==> config.mk <==
export PLATFORM = sky130hd
export DESIGN_NAME = pc_gen
export DESIGN_NICKNAME = d
export VERILOG_FILES = /design/src/rtl/pc_gen.sv
export SDC_FILE = /design/constraint.sdc
export NUM_CORES = 1
export LEC_CHECK = 0
export CORE_MARGIN = 5
export CORE_UTILIZATION = 50
export DETAILED_ROUTE_END_ITERATION = 6
export GPL_TIMING_DRIVEN = 0
export PLACE_DENSITY = 0.79
export SKIP_CTS_REPAIR_TIMING = 1
export SLEW_MARGIN = 20
export SYNTH_ARGS = -nofsm -noshare
export SYNTH_HDL_FRONTEND = slang
export SYNTH_SLANG_ARGS = --single-unit
==> constraint.sdc <==
create_clock -name clk -period 2.95 [get_ports clk]
set_input_delay 0.4425 -clock clk [delete_from_list [all_inputs] [get_ports clk]]
set_output_delay 0.4425 -clock clk [all_outputs]
set_load 0.03 [all_outputs]
==> src/rtl/pc_gen.sv <==
// Purpose : IF-stage fetch-PC generator with exception entry/return (EPC/EXL),
//           late redirect with word-alignment flag, and a call/return address stack.
// Latency : PC/EPC/EXL/misalign update one cycle after the request edge; ras_top/ras_valid
//           follow the RAS registers with no input-to-output path.
// Backpressure: stall holds the PC and freezes the RAS; redirect overrides stall;
//           exc/eret take priority over both.
// Ports   : clk, Reset_n (async active-low); NPC, stall, redirect/redirect_pc, exc/exc_pc,
//           eret, ras_push/ras_push_addr, ras_pop in; PC, EPC, EXL, misalign, ras_top,
//           ras_valid out.
module pc_gen #(
    parameter int               WIDTH        = 32,
    parameter logic [WIDTH-1:0] RESET_VECTOR = WIDTH'(32'h0000_3000),
    parameter logic [WIDTH-1:0] EXC_VECTOR   = WIDTH'(32'h0000_4180),
    parameter int               RAS_DEPTH    = 4
) (
    input  logic             clk,
    input  logic             Reset_n,
    input  logic [WIDTH-1:0] NPC,
    input  logic             stall,
    input  logic             redirect,
    input  logic [WIDTH-1:0] redirect_pc,
    input  logic             exc,
    input  logic [WIDTH-1:0] exc_pc,
    input  logic             eret,
    input  logic             ras_push,
    input  logic [WIDTH-1:0] ras_push_addr,
    input  logic             ras_pop,
    output logic [WIDTH-1:0] PC,
    output logic [WIDTH-1:0] EPC,
    output logic             EXL,
    output logic             misalign,
    output logic [WIDTH-1:0] ras_top,
    output logic             ras_valid
);

    localparam int PW = $clog2(RAS_DEPTH);
    localparam int CW = $clog2(RAS_DEPTH + 1);
    localparam logic [CW-1:0] RAS_FULL = CW'(RAS_DEPTH);

    // ---------------- PC / exception state ----------------
    logic [WIDTH-1:0] pc_nxt;
    logic [WIDTH-1:0] epc_nxt;
    logic             exl_nxt;
    logic             misalign_nxt;

    always_comb begin
        pc_nxt       = PC;
        epc_nxt      = EPC;
        exl_nxt      = EXL;
        misalign_nxt = 1'b0;
        // exc is only honoured outside the handler; a masked exc falls through
        // so that a simultaneous eret inside the handler still returns.
        if (exc && !EXL) begin
            pc_nxt  = EXC_VECTOR;
            epc_nxt = {exc_pc[WIDTH-1:2], 2'b00};
            exl_nxt = 1'b1;
        end else if (eret && EXL) begin
            pc_nxt  = EPC;
            exl_nxt = 1'b0;
        end else if (redirect) begin
            pc_nxt       = {redirect_pc[WIDTH-1:2], 2'b00};
            misalign_nxt = |redirect_pc[1:0];
        end else if (!stall) begin
            pc_nxt = NPC;
        end
    end

    always_ff @(posedge clk or negedge Reset_n) begin
        if (!Reset_n) begin
            PC       <= RESET_VECTOR;
            EPC      <= '0;
            EXL      <= 1'b0;
            misalign <= 1'b0;
        end else begin
            PC       <= pc_nxt;
            EPC      <= epc_nxt;
            EXL      <= exl_nxt;
            misalign <= misalign_nxt;
        end
    end

    // ---------------- Return-address stack ----------------
    // Circular buffer: ras_ptr always addresses the current top. A push into a
    // full stack advances over the oldest entry, so count saturates.
    logic [WIDTH-1:0] ras_mem [RAS_DEPTH];
    logic [PW-1:0]    ras_ptr;
    logic [CW-1:0]    ras_cnt;
    logic [PW-1:0]    ras_ptr_nxt;
    logic [CW-1:0]    ras_cnt_nxt;
    logic             ras_wr;
    logic [PW-1:0]    ras_wr_idx;
    logic             ras_en;

    always_comb begin
        ras_en      = !stall || redirect;
        ras_ptr_nxt = ras_ptr;
        ras_cnt_nxt = ras_cnt;
        ras_wr      = 1'b0;
        ras_wr_idx  = ras_ptr;
        if (ras_en) begin
            if (ras_push && (!ras_pop || ras_cnt == '0)) begin
                // plain push, or push+pop on an empty stack
                ras_ptr_nxt = ras_ptr + PW'(1);
                ras_wr      = 1'b1;
                ras_wr_idx  = ras_ptr + PW'(1);
                ras_cnt_nxt = (ras_cnt == RAS_FULL) ? ras_cnt : ras_cnt + CW'(1);
            end else if (ras_push && ras_pop) begin
                // return followed by call: replace top in place
                ras_wr     = 1'b1;
                ras_wr_idx = ras_ptr;
            end else if (ras_pop && ras_cnt != '0) begin
                ras_ptr_nxt = ras_ptr - PW'(1);
                ras_cnt_nxt = ras_cnt - CW'(1);
            end
        end
    end

    always_ff @(posedge clk or negedge Reset_n) begin
        if (!Reset_n) begin
            ras_ptr <= '0;
            ras_cnt <= '0;
            for (int i = 0; i < RAS_DEPTH; i++) begin
                ras_mem[i] <= '0;
            end
        end else begin
            ras_ptr <= ras_ptr_nxt;
            ras_cnt <= ras_cnt_nxt;
            if (ras_wr) begin
                ras_mem[ras_wr_idx] <= ras_push_addr;
            end
        end
    end

    assign ras_valid = (ras_cnt != '0);
    assign ras_top   = ras_valid ? ras_mem[ras_ptr] : '0;

endmodule

# Yosys cells after proc, flatten, opt, wreduce, memory -nomap -nowiden
# Cells that the tools add are included.
op_classes:
  n_reduce_logical: 18
  n_eq_ne: 4
  n_addsub: 4
  order_cmp: 3
  mux: 28
  bitwise_logic: 2
ops:
  columns: ["operator", "count"]
  rows:
  - ["2-to-1 mux 32 bit", 8]
  - ["bitwise mux 128 bit", 1]
  - ["binary-select mux 32 bit (select 2 bit)", 1]
  - ["demux 32 bit (select 2 bit)", 1]
  - ["2-to-1 mux 3 bit", 4]
  - ["2-to-1 mux 2 bit", 5]
  - ["2-to-1 mux 1 bit", 8]
  - ["greater-or-equal comparator 3 bit (second input constant)", 2]
  - ["logical AND 1 bit", 6]
  - ["NOT 2 -> 3 bit", 2]
  - ["inequality test 2 bit (second input constant)", 2]
  - ["inequality test 4 x 1 -> 1 bit (second input constant)", 1]
  - ["AND reduction 4 bit", 1]
  - ["nonzero test 2 bit", 2]
  - ["adder 3 x 1 -> 3 bit (second input constant)", 1]
  - ["equality test 3 bit (second input constant)", 1]
  - ["zero test 1 bit", 3]
  - ["zero test 3 bit", 1]
  - ["less-than comparator 3 x 1 -> 1 bit (second input constant)", 1]
  - ["AND reduction 3 bit", 1]
  - ["nonzero test 3 bit", 1]
  - ["subtractor 3 x 1 -> 3 bit (second input constant)", 1]
  - ["adder 2 x 1 -> 2 bit (second input constant)", 1]
  - ["logical OR 1 bit", 2]
  - ["2 further kinds", 2]
word_totals:
  output_inout_bits: 99
  regBits: 197

# Longest topological paths before layout
# Gate-level depths: netlist of run 1.
logic_depth:
  ltp_word: 11
  ltp_mapped: 10
  depth_no_buf: 8

# Least setup slack after synthesis of run 1
# No wires, ideal clock.
synth_timing:
  path_type: "register -> register"
  from: "register ras_cnt[0]"
  to: "register ras_cnt[2]"
  setup_time_ns: 0.094
  path_buffers: 2
  arrival_ns: 2.392
  setup_slack_ns: 0.464
  stages_incl_launch_ff: 11
  path_cell_list: "dfrtp_1 o31a_2 buf_2 buf_1 nor2_1 inv_1 fa_1 or2_2 o21ai_0 a21oi_1 a211oi_1"
synth_between:
  elab_chain_len: 5
  word_cells_on_any_way: 16
  classes_between: "add/sub (2); eq/ne (3); mux (4); reduce/logical (7)"
synth_lines:
  columns: ["item", "line", "source"]
  rows:
  - ["start: declaration", "87", "logic [CW-1:0] ras_cnt;"]
  - ["start signal: assignment", "127", "ras_cnt <= ras_cnt_nxt;"]
  - ["branches (longest 5 deep; another with subtractor 3 x 1 -> 3 bit)", null, null]
# Several ways; the timed one is not identified. The select of a mux whose other input is x is not followed.
# A chain may end at the register's enable or synchronous reset.

# Worst setup path after layout of run 1
layout_timing:
  from: "register ras_cnt[1]"
  to: "output port ras_top[21]"
layout_between:
  elab_chain_len: 2
layout_lines:
  columns: ["item", "line", "source"]
  rows:
  - ["nonzero test 3 bit", "134", "assign ras_valid = (ras_cnt != '0);"]
  - ["2-to-1 mux 32 bit", "135", "assign ras_top = ras_valid ? ras_mem[ras_ptr] : '0;"]
  - ["end: declaration", "32", "output logic [WIDTH-1:0] ras_top,"]
# No other way between the ends.

==> results of run 1 <==
state kept, by name (all words and copies together), names as in the netlist:
name / cells
PC: 32
ras_ptr: 2
EXL: 1
EPC: 30
ras_cnt: 3
ras_mem: 128
misalign: 1
how the worst max path moves through the flow:
| stage | start | end | depth (start not counted) |
|---|---|---|---|
| after floorplan | ras_cnt[0] | ras_cnt[2] | 10 |
| after global placement | Reset_n | PC[19] | 1 |
| after detailed placement | ras_pop | ras_cnt[2] | 11 |
| after CTS | ras_ptr[1] | ras_top[22] | 5 |
| after global routing | ras_cnt[1] | ras_top[21] | 5 |
| final | ras_cnt[1] | ras_top[21] | 5 |
report_power, final:
group,switching (µW),internal [µW]
registers,879,3840
logic,3990,3750
clock network,1140,1100
total,6010,8700
cells in the mapped netlist (2+ instances only):
| library cell | count | area, µm² |
|---|---|---|
| nand2_1 | 215 | 807 |
| dfrtp_1 | 195 | 4880 |
| clkbuf_1 | 69 | 259 |
| o21ai_0 | 67 | 335 |
| and2_1 | 65 | 407 |
| nor2_1 | 39 | 146 |
| inv_1 | 35 | 131 |
| mux2_2 | 35 | 394 |
| nand4_1 | 34 | 213 |
| a221o_1 | 32 | 320 |
| a221oi_1 | 32 | 280 |
| mux2i_1 | 32 | 320 |
| mux4_2 | 32 | 721 |
| o22ai_1 | 32 | 200 |
| a21oi_1 | 30 | 150 |
| mux2_4 | 30 | 450 |
| buf_2 | 11 | 55.1 |
| buf_1 | 9 | 33.8 |
| buf_12 | 3 | 60.1 |
| nand2b_1 | 3 | 18.8 |
| nor4_1 | 3 | 18.8 |
| o211ai_1 | 3 | 22.5 |
| xnor2_1 | 3 | 26.3 |
| a211o_1 | 2 | 17.5 |
| buf_4 | 2 | 15.0 |
| dfstp_2 | 2 | 52.6 |
| nor2b_1 | 2 | 12.5 |
worst max-delay path, delay by kind of cell, from the launching register on:
family	cells	cell delay [ns]
buffers and inverters	3	0.74
AND/OR/NAND/NOR	2	0.69
flip-flops	1	0.49
cell type report:
class	instances	area [µm²]	area share, %
buffer	93	444	3.20
clock buffer	17	425	3.07
clock inverter	15	123	0.885
inverter	35	131	0.948
multi-input combinational	708	5010	36.2
sequential	197	4930	35.6
tap	275	344	2.48
timing repair buffer	232	2440	17.6
logic make-up after synthesis:
family,Yosys count
adder cells (fa/ha/maj),1
buffers and inverters,130
AND/OR/NAND/NOR,368
other,1
multiplexers,129
AO/OA/AOI/OAI,204
flip-flops,197
XOR/XNOR,4
routing by layer:
metal  GRT usage [%]  vias to the layer above  part of all wire [%]
li1                -                     4170                     -
met1            33.4                     4546                    38
met2            45.6                      439                    50
met3            7.37                       75                   8.4
met4            10.0                        0                   3.1
met5               0                        -                     0
per-stage QoR:
stage	utilization, %	power (µW)	TNS (ns)	hold WS (ns)	cell area [µm²]
floorplan	-	9740	0	0.147	10500
global placement	62.9	12300	-1357.90	0.483	13100
detailed placement	63.2	12500	-1.79	0.401	13200
CTS	65.9	14800	-12.64	-0.0603	13800
global route	66.4	15500	0	0.520	13900
finish	66.4	14700	0	0.507	13900
==> results.py, run 1 <==
metrics = {
    "outcome": {
        "status": "finished clean",
    },
    "synthesis": {
        "ys_ff_latch": 197,
        "synth-adder-area-share_pct": 0.190,
        "synthFlopType": "dfrtp_1",
        "ys_types": 44,
        "synth_xor_area_share_pct": 0.333,
        "synthSimpleGateAreaFrac_pct": 16.0,
        "synth_edf_count": 0,
        "ys_async_sr_fraction_pct": 100,
        "muxShareOfSynthArea_pct": 17.9,
        "netlist_instances": 1034,
        "synth_top_family_by_area": "multiplexers",
        "yosys_warnings": 0,
        "ys_seq_area_share_pct": 46.9,
        "synth-compound-area-share_pct": 13.2,
        "synth.avg_cell_area_um2": 10.2,
        "synth_area_um2": 10500,
    },
    "placed_design": {
        "dp_hpwl_mm": 23.6,
        "io_buffers": 229,
        "dp_cells": 1541,
        "dp_slack_ns": -0.129,
        "gp_congestion": 0.870,
    },
    "sta": {
        "skew_ns": 0.00848,
        "finalSetupViolCount": 0,
        "tightest_slew_ns": 0.834,
        "rsz0062_at_grt": "no",
        "hold_viol": 0,
        "period_share_pct": 95.0,
        "max_freq_mhz": 357,
        "setup_ws_ns": 0.147,
        "slew_headroom_pct": 44.4,
        "slew_viol_final": 0,
        "min_period_ns": 2.80,
    },
    "routing": {
        "via_per_inst": 5.87,
        "wire_per_inst_um": 20.8,
        "post-route-drc-count": 0,
        "vias": 9230,
        "drt_wl_total_mm": 32.8,
        "drtPass1Iterations": 6,
        "drt_iter0_markers": 841,
        "ant_nets": 0,
    },
    "clock_tree": {
        "h-tree-depth": 4,
        "clkSinkCount": 197,
        "path_clk_slew_ns": 0.08,
        "cts_tree": "done",
        "clock_latency_ns": 0.43,
        "cts-root-buf": "clkbuf_16",
        "cts_buffers": 17,
        "max-clock-path-buffers": 2,
    },
    "final_layout": {
        "layout_commonest_cell": "nand2_1",
        "layout_common_cells": "nand2_1 (215), clkdlybuf4s50_1 (195), dfrtp_1 (194), o21ai_0 (67), and2_1 (65)",
        "syn2layout_area_growth_pct": 31.9,
        "fillers": 1675,
        "fin_nets": 1421,
        "layoutNonFillerInstCount": 1572,
        "drive_above_1_share_pct": 12.6,
        "diodes": 0,
    },
    "global_routing": {
        "grt_overflow": 0,
        "grt_max_degree": 90,
        "track_usage_pct": 27.1,
        "first_global_vias": 9626,
        "antenna_found_initial": 0,
        "grt_pass1_wl_mm": 51.9,
    },
    "critical_path": {
        "ff2ff_setup_slack_ns": 0.39,
        "critical_path_class": "register to output port",
        "arrival_ns": 2.36,
        "end_kind": "output port",
        "worstPathCellList": "or3_2 > clkbuf_1 > clkbuf_2 > and2_1 > dlymetal6s2s_1",
        "crit_fanout": 10,
        "worst_setup_path_start_kind": "register",
        "worstReg2RegStart": "ras_cnt[1]",
        "r2r_end": "ras_cnt[2]",
        "critPathSlowestCell": "dfrtp_1",
        "slowest_delay_ns": 0.49,
        "r2r.worst_path.cells": 9,
        "required_ns": 2.51,
    },
    "hold_path": {
        "hold_class": "input port to asynchronous set/reset pin",
    },
    "pwr": {
        "leakage_uw": 0.00634,
        "irDropWorstVdd_uv": 525,
        "power_density_nw_per_um2": 1060,
    },
    "floorplan": {
        "die_area_um2": 24000,
        "rows": 53,
        "io_pins": 235,
        "die_h_um": 155,
        "fp.coreArea_um2": 20900,
        "die_w_um": 155,
        "initial_utilization_pct": 50.3,
    },
    "flow_run": {
        "maxCapViolCount": 0,
    },
}
Power figures use the tool's default switching activity.
==> run 2, diff against run 1 <==
--- a/config.mk
+++ b/config.mk
@@ -6,10 +6,9 @@
 export NUM_CORES = 1
 export LEC_CHECK = 0
 export CORE_MARGIN = 5
-export CORE_UTILIZATION = 50
+export CORE_UTILIZATION = 30
 export DETAILED_ROUTE_END_ITERATION = 6
 export GPL_TIMING_DRIVEN = 0
-export PLACE_DENSITY = 0.79
 export SKIP_CTS_REPAIR_TIMING = 1
 export SLEW_MARGIN = 20
 export SYNTH_ARGS = -nofsm -noshare
==> constraint.sdc (replaced) <==
create_clock -name clk -period 2.6 [get_ports clk]
set_input_delay 0.39 -clock clk [delete_from_list [all_inputs] [get_ports clk]]
set_output_delay 0.39 -clock clk [all_outputs]
set_load 0.03 [all_outputs]
==> results.py, run 2 (synthesized netlist as in run 1, its figures left out) <==
metrics = {
    "outcome": {
        "status": "finished clean",
    },
    "clock_tree": {
        "cts_buffers": 17,
        "clock_latency_ns": 0.46,
        "path_clk_slew_ns": 0.08,
        "clkSinkCount": 197,
        "cts-root-buf": "clkbuf_16",
        "cts_tree": "done",
        "h-tree-depth": 4,
        "max-clock-path-buffers": 2,
    },
    "pwr": {
        "p_int_uw": 10200,
        "netSwitchingPower_uw": 7060,
        "switching_share_pct": 41.0,
        "power_density_nw_per_um2": 1200,
        "irDropWorstVdd_uv": 813,
        "clkPwrFrac_pct": 16.9,
        "seq_power_share_pct": 30.8,
        "leakage_uw": 0.00639,
        "p_comb_share_pct": 52.3,
    },
    "global_routing": {
        "antenna_found_initial": 1,
        "grt_overflow": 0,
        "first_global_vias": 9668,
        "grt_pass1_wl_mm": 56.2,
        "track_usage_pct": 18.6,
        "grt_max_degree": 81,
    },
    "floorplan": {
        "die_h_um": 197,
        "rows": 68,
        "fp.coreArea_um2": 34500,
        "die_area_um2": 38900,
        "initial_utilization_pct": 30.4,
        "die_w_um": 197,
        "io_pins": 235,
    },
    "final_layout": {
        "top_register": "ras_mem",
        "multi_input_area_um2": 5040,
        "layout_commonest_cell": "nand2_1",
        "fillers": 3406,
        "layoutNonFillerInstCount": 1761,
        "syn2layout_area_growth_pct": 36.0,
        "largestRegisters": "ras_mem (128), PC (32), EPC (30)",
        "largest_reg_flops": 128,
        "seqCellArea_um2": 4930,
        "layout_common_cells": "nand2_1 (215), clkdlybuf4s50_1 (195), dfrtp_1 (193), o21ai_0 (66), and2_1 (65)",
        "fin_nets": 1429,
        "drive_above_1_share_pct": 14.1,
    },
    "sta": {
        "slew_viol_final": 0,
        "hold_viol": 0,
        "hold_slack_ns": 0.449,
        "min_period_ns": 2.58,
        "skew_ns": 0.0121,
        "period_share_pct": 99.4,
        "tightest_slew_ns": 1.00,
        "finalSetupViolCount": 0,
        "slew_headroom_pct": 33.3,
        "max_freq_mhz": 387,
    },
    "placed_design": {
        "io_buffers": 229,
        "gp_congestion": 0.908,
        "dp_cells": 1721,
        "dp_hpwl_mm": 26.3,
    },
    "routing": {
        "post-route-drc-count": 0,
        "ant_nets": 0,
        "drtPass1Iterations": 7,
        "vias": 9055,
        "wire_per_inst_um": 20.4,
        "drt_wl_total_mm": 36.0,
        "via_per_inst": 5.14,
        "drt_iter0_markers": 752,
    },
    "flow_run": {
        "maxCapViolCount": 0,
    },
    "critical_path": {
        "crit_fanout": 10,
        "end_kind": "register",
        "required_ns": 2.94,
        "arrival_ns": 2.92,
        "worst_setup_path_start_kind": "register",
        "critical_path_class": "register to register",
    },
    "hold_path": {
        "hold_class": "input port to asynchronous set/reset pin",
    },
}
## run 2: cell types whose count changed in the layout (fill, tap and decap cells not counted), sizes merged
cell          change
dlymetal6s2s      -6
bufinv            +1
clkinv            -2
buf              +14
inv               +3
clkinvlp          -2
diode             +1
## run 2: power groups by stage
stage / sequential [µW] / combinational [µW] / clock (µW)
2_1_floorplan: 5410 / 5640 / 0
3_3_place_gp: 5300 / 8860 / 0
3_5_place_dp: 5330 / 8990 / 0
4_1_cts: 5290 / 9020 / 2990
5_1_grt: 5470 / 9710 / 3100
6_report: 5300 / 9000 / 2910
## run 2: worst paths after layout
kind	slack (ns)	cells after the start	startpoint	to
worst min-delay path	0.45	2	Reset_n	ras_mem[91]
worst max-delay path	0.02	6	ras_cnt[0]	ras_mem[30]
worst max register to register	0.02	6	ras_cnt[0]	ras_mem[30]
worst min register to register	0.51	1	ras_mem[10]	ras_mem[10]
max in group asynchronous	1.40	3	Reset_n	ras_mem[78]
min in group clk	0.45	3	exc_pc[14]	EPC[14]
## run 2: area by class of cell
type	count	area share, %
multi-input combinational	708	35.3
sequential	197	34.5
timing repair buffer	239	17.2
tap	455	3.98
buffer	94	3.61
clock buffer	17	2.98
clock inverter	15	1.54
inverter	35	0.919
antenna	1	0.0175
## run 2: stage by stage
stage	util [%]	setup slack [ns]	area (µm²)	total power, µW	TNS [ns]
2_1_floorplan	-	0.114	10500	11100	0
3_3_place_gp	38.7	-7.72	13400	14200	-1535.33
3_5_place_dp	38.9	-0.552	13400	14300	-26.42
4_1_cts	40.8	-0.878	14100	17300	-26.00
5_1_grt	41.4	-0.0365	14300	18300	-0.378
6_report	41.4	0.0160	14300	17200	0
## run 2: per-layer routing
metal / track usage [%] / routed length, µm / vias up
li1: - / - / 4204
met1: 22.6 / 14700 / 4431
met2: 30.9 / 17100 / 350
met3: 6.07 / 2880 / 70
met4: 7.24 / 1240 / 0
met5: 0 / 0 / -
## run 2: worst max-delay path: stages (launching register included)
cell and delay (ns):
dfrtp_2 0.47, buf_4 0.17, o31ai_4 0.35, xnor2_1 0.14
nor3b_2 0.50, buf_2 0.44, mux2_2 0.39
==> run 3, diff against run 2 <==
--- a/config.mk
+++ b/config.mk
@@ -6,8 +6,9 @@
 export NUM_CORES = 1
 export LEC_CHECK = 0
 export CORE_MARGIN = 5
-export CORE_UTILIZATION = 30
+export CORE_UTILIZATION = 45
 export DETAILED_ROUTE_END_ITERATION = 6
+export DONT_BUFFER_PORTS = 1
 export GPL_TIMING_DRIVEN = 0
 export SKIP_CTS_REPAIR_TIMING = 1
 export SLEW_MARGIN = 20
==> results.py, run 3 (synthesized netlist as in run 1, its figures left out) <==
metrics = {
    "placed_design": {
        "postPlaceCellArea_um2": 10900,
        "dp_hpwl_mm": 22.0,
        "io_buffers": 0,
        "gp_congestion": 0.841,
        "dp_cells": 1354,
    },
    "final_layout": {
        "seqCellArea_um2": 4930,
        "layout_commonest_cell": "nand2_1",
        "fin_nets": 1195,
        "largest_reg_flops": 128,
        "drive_above_1_share_pct": 16.2,
        "multi_input_area_um2": 5030,
        "diodes": 0,
        "fin_area_um2": 11600,
        "largestRegisters": "ras_mem (128), PC (32), EPC (30)",
        "fillers": 2194,
        "top_register": "ras_mem",
        "layoutNonFillerInstCount": 1390,
        "layout_common_cells": "nand2_1 (215), dfrtp_1 (193), o21ai_0 (67), and2_1 (63), clkbuf_1 (61)",
        "syn2layout_area_growth_pct": 10.4,
        "final_util_pct": 49.9,
    },
    "floorplan": {
        "fp.coreArea_um2": 23300,
        "die_h_um": 163,
        "die_area_um2": 26500,
        "die_w_um": 163,
        "initial_utilization_pct": 45.2,
        "io_pins": 235,
        "rows": 56,
    },
    "routing": {
        "post-route-drc-count": 0,
        "drtPass1Iterations": 5,
        "highest_layer": "met4",
        "ant_nets": 0,
        "wl_met1_mm": 12.9,
        "vias": 8070,
        "via_per_inst": 5.81,
        "drt_wl_total_mm": 31.2,
        "wl_met3_mm": 2.26,
        "drt_iter0_markers": 529,
        "wire_per_inst_um": 22.4,
        "routed-wl-met2_mm": 15.6,
    },
    "sta": {
        "tightest_slew_ns": 0.966,
        "slew_viol_final": 0,
        "finalSetupViolCount": 0,
        "period_share_pct": 97.3,
        "min_period_ns": 2.53,
        "skew_ns": 0.0112,
        "max_freq_mhz": 395,
        "slew_headroom_pct": 35.6,
        "hold_viol": 197,
        "hold_slack_ns": -0.354,
    },
    "clock_tree": {
        "clock_latency_ns": 0.44,
        "path_clk_slew_ns": 0.08,
        "cts_buffers": 17,
        "cts-root-buf": "clkbuf_16",
        "max-clock-path-buffers": 2,
        "clkSinkCount": 197,
        "cts_tree": "done",
        "h-tree-depth": 4,
    },
    "critical_path": {
        "arrival_ns": 2.14,
        "end_kind": "output port",
        "worst_setup_path_start_kind": "register",
        "required_ns": 2.21,
        "critical_path_class": "register to output port",
        "crit_fanout": 10,
    },
    "outcome": {
        "status": "complete, but fails checks",
        "violations": "hold timing",
    },
    "global_routing": {
        "grt_max_degree": 198,
        "grt_overflow": 0,
        "antenna_found_initial": 0,
        "grt_pass1_wl_mm": 49.0,
        "track_usage_pct": 23.6,
        "first_global_vias": 8292,
    },
    "hold_path": {
        "hold_class": "input port to asynchronous set/reset pin",
    },
    "pwr": {
        "p_total_uw": 15300,
        "power_density_nw_per_um2": 1320,
        "leakage_uw": 0.00511,
        "irDropWorstVdd_uv": 464,
    },
    "flow_run": {
        "maxCapViolCount": 0,
    },
}
==> run 3: final cells by class <==
type                    instances  area share [%]
plain buffers                  94            4.14
clock buffers                  17            3.67
clock inverters                15            1.36
inverters                      35            1.13
multi-input cells             708            43.4
flip-flops and latches        197            42.5
well taps                     319            3.44
repair buffers                  5           0.324
==> run 3: worst paths after layout <==
kind,from,end,slack (ns),cells past startpoint
min in group clk,ras_pop,ras_cnt[2],0.03,1
min,Reset_n,ras_mem[92],-0.35,0
max,ras_cnt[0],ras_top[19],0.07,4
min reg2reg,ras_mem[16],ras_mem[16],0.51,1
max in group asynchronous,Reset_n,PC[13],2.63,0
max reg2reg,ras_cnt[0],ras_mem[58],0.17,5
==> run 3: power breakdown <==
part,internal [µW],total [µW],leakage [µW],switching [µW]
sequential,4350,5720,0.00237,1370
combinational,3110,6910,0.00246,3810
clock,1290,2660,0.000287,1370
total,8750,15300,0.00511,6540
==> run 3: metrics by stage <==
stage / setup WS (ns) / hold WS, ns / setup TNS (ns)
floorplan: 0.114 / 0.0944 / 0
global placement: -0.203 / 0.105 / -0.327
detailed placement: -0.230 / 0.105 / -0.636
CTS: -0.399 / -0.369 / -9.53
global route: -0.00888 / -0.380 / -0.0619
finish: 0.0710 / -0.354 / 0
==> run 3: layer usage <==
metal | up-vias | track usage, %
met5 | - | 0
met4 | 0 | 5.57
met3 | 32 | 6.10
met2 | 300 | 39.6
met1 | 4020 | 30.9
li1 | 3718 | -
==> run 3: worst max-delay path, stage by stage, from the launching register on <==
cell,delay [ns]
dfrtp_2,0.46
or3_2,0.48
clkbuf_1,0.22
buf_2,0.25
and2_2,0.28
